<file path="src/rtl/axi_mem_rd_arbiter.sv">
// Round-robin arbiter sharing one AXI read port (AR/R) of axi_memory among NUM_REQ requesters.
// Holds one read in flight and routes its single-beat response back. A watchdog turns a missing response into SLVERR.
module axi_mem_rd_arbiter #(
  parameter int unsigned NUM_REQ     = 2,
  parameter int unsigned ADDR_WIDTH  = 5,
  parameter int unsigned DATA_WIDTH  = 32,
  parameter int unsigned TIMEOUT_CYC = 64
) (
  input  logic                          ACLK,
  input  logic                          ARESET,
  input  logic [NUM_REQ-1:0]            M_ARVALID,
  output logic [NUM_REQ-1:0]            M_ARREADY,
  input  logic [NUM_REQ*ADDR_WIDTH-1:0] M_ARADDR,
  output logic [NUM_REQ-1:0]            M_RVALID,
  input  logic [NUM_REQ-1:0]            M_RREADY,
  output logic [DATA_WIDTH-1:0]         M_RDATA,
  output logic [1:0]                    M_RRESP,
  output logic                          S_ARVALID,
  input  logic                          S_ARREADY,
  output logic [ADDR_WIDTH-1:0]         S_ARADDR,
  input  logic                          S_RVALID,
  output logic                          S_RREADY,
  input  logic [DATA_WIDTH-1:0]         S_RDATA,
  input  logic [1:0]                    S_RRESP,
  output logic                          R_EN
);

  localparam int unsigned GW = (NUM_REQ > 1) ? $clog2(NUM_REQ) : 1;
  localparam int unsigned CW = (TIMEOUT_CYC > 0) ? $clog2(TIMEOUT_CYC + 1) : 1;
  localparam logic [1:0]  RESP_SLVERR = 2'b10;

  typedef enum logic [1:0] {IDLE, ADDR, DATA, ERR} state_t;

  state_t          state, state_nxt;
  logic [GW-1:0]   gnt, gnt_nxt;
  logic [GW-1:0]   ptr, ptr_nxt;
  logic [CW-1:0]   cnt, cnt_nxt;
  logic [GW-1:0]   arb_idx;
  logic [GW-1:0]   cand;
  logic [GW-1:0]   gnt_inc;

  // Round-robin pick: the lowest offset from ptr with a valid request wins.
  always_comb begin
    arb_idx = '0;
    cand    = '0;
    for (int k = int'(NUM_REQ) - 1; k >= 0; k--) begin
      cand = GW'((int'(ptr) + k) % int'(NUM_REQ));
      if (M_ARVALID[cand]) begin
        arb_idx = cand;
      end
    end
  end

  always_ff @(posedge ACLK) begin
    if (ARESET) begin
      state <= IDLE;
      gnt   <= '0;
      ptr   <= '0;
      cnt   <= '0;
    end else begin
      state <= state_nxt;
      gnt   <= gnt_nxt;
      ptr   <= ptr_nxt;
      cnt   <= cnt_nxt;
    end
  end

  // Next-state and channel steering; all port steering follows the granted requester.
  always_comb begin
    state_nxt = state;
    gnt_nxt   = gnt;
    ptr_nxt   = ptr;
    cnt_nxt   = cnt;
    gnt_inc   = (gnt == GW'(NUM_REQ - 1)) ? '0 : gnt + GW'(1);
    M_ARREADY = '0;
    M_RVALID  = '0;
    M_RDATA   = '0;
    M_RRESP   = '0;
    S_ARVALID = 1'b0;
    S_ARADDR  = '0;
    S_RREADY  = 1'b0;
    R_EN      = 1'b0;
    case (state)
      IDLE: begin
        S_RREADY = 1'b1;
        if (|M_ARVALID) begin
          gnt_nxt   = arb_idx;
          state_nxt = ADDR;
        end
      end
      ADDR: begin
        S_ARVALID      = M_ARVALID[gnt];
        S_ARADDR       = M_ARADDR[int'(gnt)*int'(ADDR_WIDTH) +: ADDR_WIDTH];
        M_ARREADY[gnt] = S_ARREADY;
        R_EN           = 1'b1;
        if (M_ARVALID[gnt] && S_ARREADY) begin
          cnt_nxt   = '0;
          state_nxt = DATA;
        end
      end
      DATA: begin
        M_RVALID[gnt] = S_RVALID;
        S_RREADY      = M_RREADY[gnt];
        M_RDATA       = S_RDATA;
        M_RRESP       = S_RRESP;
        R_EN          = 1'b1;
        if (S_RVALID && M_RREADY[gnt]) begin
          ptr_nxt   = gnt_inc;
          state_nxt = IDLE;
        end else if (!S_RVALID && (TIMEOUT_CYC != 0)) begin
          cnt_nxt = cnt + CW'(1);
          if (cnt == CW'(TIMEOUT_CYC - 1)) begin
            state_nxt = ERR;
          end
        end
      end
      ERR: begin
        M_RVALID[gnt] = 1'b1;
        M_RRESP       = RESP_SLVERR;
        if (M_RREADY[gnt]) begin
          ptr_nxt   = gnt_inc;
          state_nxt = IDLE;
        end
      end
      default: state_nxt = IDLE;
    endcase
  end

endmodule
</file>
<file path="config.mk">
export PLATFORM = sky130hd
export DESIGN_NAME = axi_mem_rd_arbiter
export DESIGN_NICKNAME = d
export VERILOG_FILES = /design/src/rtl/axi_mem_rd_arbiter.sv
export SDC_FILE = /design/constraint.sdc
export NUM_CORES = 1
export LEC_CHECK = 0
export BUFFER_PORTS_ARGS = -buffer_cell sky130_fd_sc_hd__buf_2
export CAP_MARGIN = 0
export CORE_ASPECT_RATIO = 1.25
export CORE_MARGIN = 4
export CORE_UTILIZATION = 30
export CTS_CLUSTER_DIAMETER = 150
export DETAILED_ROUTE_END_ITERATION = 8
export HOLD_SLACK_MARGIN = 0.02
export PLACE_DENSITY = 0.83
export SLEW_MARGIN = 25
export SYNTH_ARGS = -nofsm -noshare
export SYNTH_HDL_FRONTEND = slang
export SYNTH_SLANG_ARGS = --single-unit
</file>
<file path="constraint.sdc">
create_clock -name ACLK -period 1.5 [get_ports ACLK]
set_input_delay 0.15 -clock ACLK [delete_from_list [all_inputs] [get_ports ACLK]]
set_output_delay 0.15 -clock ACLK [all_outputs]
set_load 0.01 [all_outputs]
</file>
==> results.md <==
* Core box area at 3250 um2
* Port bufs at 97
* Post-layout min period at 1.64 ns
* Post-route ant nets at 0
* Reg2reg path depth at 5
* Root Driver: clkbuf_8
* Initial DRC Count at 91
* Worst reg2reg setup slack at -0.14 ns
* Share of cells above drive strength 1 at 76.1%
* IO Count at 98
* Crit path largest cell delay at 0.45 ns
* Worst Hold Depth at 2
* Mapped Cells at 136
* Max Cap Viol at 0
* Final instance area at 2350 um2
* Worst path slowest cell: a2111o_1
* Pleak at 1.16 nW
* Crit Path Max Fanout at 3
* Worst skew pair latency at 0.25 ns
* Slew headroom at 78.2%
* All-layer global routing usage at 18.4%
* Die X at 60.4 um
* Initial Utilization at 31.7%
* Final Hold Fails at 0
* PD cells at 1350 nW/um2
* Unrepaired setup endpoints after global routing: true
* Clock Path Buffers at 2
* Syn Std Cell Area at 1030 um2
* Die Y at 73.5 um
* # H-tree levels at 1
* Worst path arrival time at 1.79 ns
* Vias per cell at 5.50
* Final worst slack at -0.138 ns
* Average size of a mapped cell at 7.57 um2
* Row cnt at 23
* Area grow syn2layout at 128%
* Pre-CTS WS at -0.156 ns
* First-pass GRT wire length at 6150 um
* Synth Register Bits at 11
* Hold Crit Endpoint: ptr
* CP Cell Sequence: buf_4 -> mux2_2 -> a21oi_2 -> a2111o_1 -> a221oi_2
* CTS Sinks at 11
* Via count at 1656
* Worst Skew at 0.00351 ns
* Grt met1 use at 17.1%
* CTS tree: done
* CP startpoint: gnt
* Final HPWL DP at 3380 um
* Fin nets at 322
* Status: complete, but fails checks
* Measured slew at the worst slew-check pin at 0.325 ns
* Pin count of the biggest net entering global routing at 14
* Critical path type: flop to flop
* Worst-path clk slew at 0.05 ns
* # diodes at 0
* Overall Power at 3.18 mW
* Violations in the final reports: setup timing
* GR Util met2 at 37.0%
* Wirelength, routed at 6190 um
* Gr busiest metal: met2
* Total CTS buffers at 3
* GRT met3 Usage at 3.34%
* CP Capture Type: flop
* Crit share post-route at 109%
* Mapped Nets at 193
* Die Area at 4440 um2
* Fin. max-slew vios at 0
* DR DRC count at 0
* Routed length per instance at 20.6 um
* Max Clk Rate at 610 MHz
* Worst r2r src: gnt
* Synth top area cells: dfxtp_1 21%, and2_1 21%, mux2i_1 6.8%
* Vias in the first global route at 1362
* Top cell type's share of synthesized area at 21.4%
* Initial antenna violation count at 0
* Unique cell type count in the Yosys netlist at 34
* Worst R2R End: state[0]
* Dpl cell area at 1790 um2
* GPL Wtd Cong at 0.810
* Startpoint types: flop
* Leading area contributor after synthesis: dfxtp_1
* Ys Warns at 0
* Final setup fails at 36
* Worst VDD drop at 0.953 mV
* Hold Path Origin: ARESET
* Post-CTS Hold Buffers at 0
* Sequential area share after synthesis at 21.4%
* 1st-pass router iterations at 4
* Worst hold path type: input pin to flop
* WP data required at 1.65 ns
* Total grt overflow at 0
[worst max path at each step]
stage / end / depth (start not counted)
after global placement: state[0] / 5
after floorplan: state[0] / 7
after CTS: state[0] / 5
after detailed placement: state[0] / 5
final: state[0] / 5
after global routing: state[0] / 5
[cells in the final DEF (no fill, tap or decap), types with 2 or more instances in the layout]
master	instances
o31ai_1	2
dfxtp_4	2
nor2b_1	5
clkbuf_8	3
a21oi_2	6
nand2_1	6
ha_2	2
dfxtp_2	3
inv_2	3
and2_1	9
mux2_2	2
buf_2	72
inv_1	3
buf_6	31
nand2_2	2
nor2_1	4
nor4_4	3
o21a_1	2
clkbuf_16	2
ha_4	2
or4_4	3
mux2i_1	7
nand2b_1	3
buf_4	24
dfxtp_1	6
and2_4	25
nand3_1	4
[cell type report]
cell class,count,area (um2)
clock buffer,4,45.0
fill,200,903
inverter,7,28.8
multi-input combinational,110,995
sequential,11,231
tap,37,46.3
timing repair buffer,132,1000
[kinds of logic (layout without fill, tap and decap cells)]
group | after synthesis | in the layout | synth area share, %
multiplexers | 10 | 10 | 10.1
AO/OA/AOI/OAI | 22 | 22 | 15.8
adder cells (fa/ha/maj) | 5 | 5 | 6.08
buffers and inverters | 15 | 143 | 5.83
flip-flops | 11 | 11 | 21.4
AND/OR/NAND/NOR | 73 | 73 | 40.8
[cell usage after synthesis, drive strengths merged]
cell,number
nor2,5
and2,34
mux2i,7
nor3b,1
o31ai,3
nor3,1
nor2b,6
inv,7
a41oi,1
ha,5
buf,2
nand4,1
a32oi,1
nand2,9
a21boi,1
or4,3
a21oi,7
o21ai,2
nand3,4
nor4,3
mux2,3
or3,2
a2111o,1
clkbuf,6
and3,1
a221oi,1
o21a,2
nand2b,3
o32ai,1
a2bb2oi,1
dfxtp,11
a21o,1
[metrics by stage]
| stage | std cells | utilization (%) | hold slack, ns | setup TNS [ns] |
|---|---|---|---|---|
| 2_1_floorplan | 136 | - | 0.209 | -0.0802 |
| 3_3_place_gp | 290 | 54.9 | 0.395 | -0.435 |
| 3_5_place_dp | 290 | 54.9 | 0.407 | -1.03 |
| 4_1_cts | 298 | 60.3 | 0.148 | -0.787 |
| 5_1_grt | 301 | 72.2 | 0.167 | -3.93 |
| 6_report | 301 | 72.2 | 0.146 | -2.11 |
[where the power goes]
group	internal [mW]	switching, mW	leakage, nW
registers	0.368	0.0724	0.0920
clock network	0.187	0.121	0.0228
logic	1.32	1.11	1.04
[layer usage]
layer	up-vias	part of all wire, %	wire [um]
li1	727	-	-
met1	765	31	1900
met2	127	52	3200
met3	37	11	679
met4	0	6.6	409
met5	-	0	0
[state kept, by name (all words and copies together), names as in the netlist]
register and cells:
ptr 1, state 2, gnt 1, cnt 7
[what timing repair did]
action,4_1_cts,5_1_grt
resized for setup,20,82
gates cloned,1,3
pin swaps,1,9
setup buffers,3,0
setup endpoints to repair,39,42
[critical path: cells and delay by family (launching register included)]
| kind | cells | cell delay, ns |
|---|---|---|
| mux | 1 | 0.28 |
| flops | 1 | 0.33 |
| buf+inv | 1 | 0.13 |
| compound gates | 3 | 0.80 |
No activity file was read; power rests on OpenSTA's default activity.
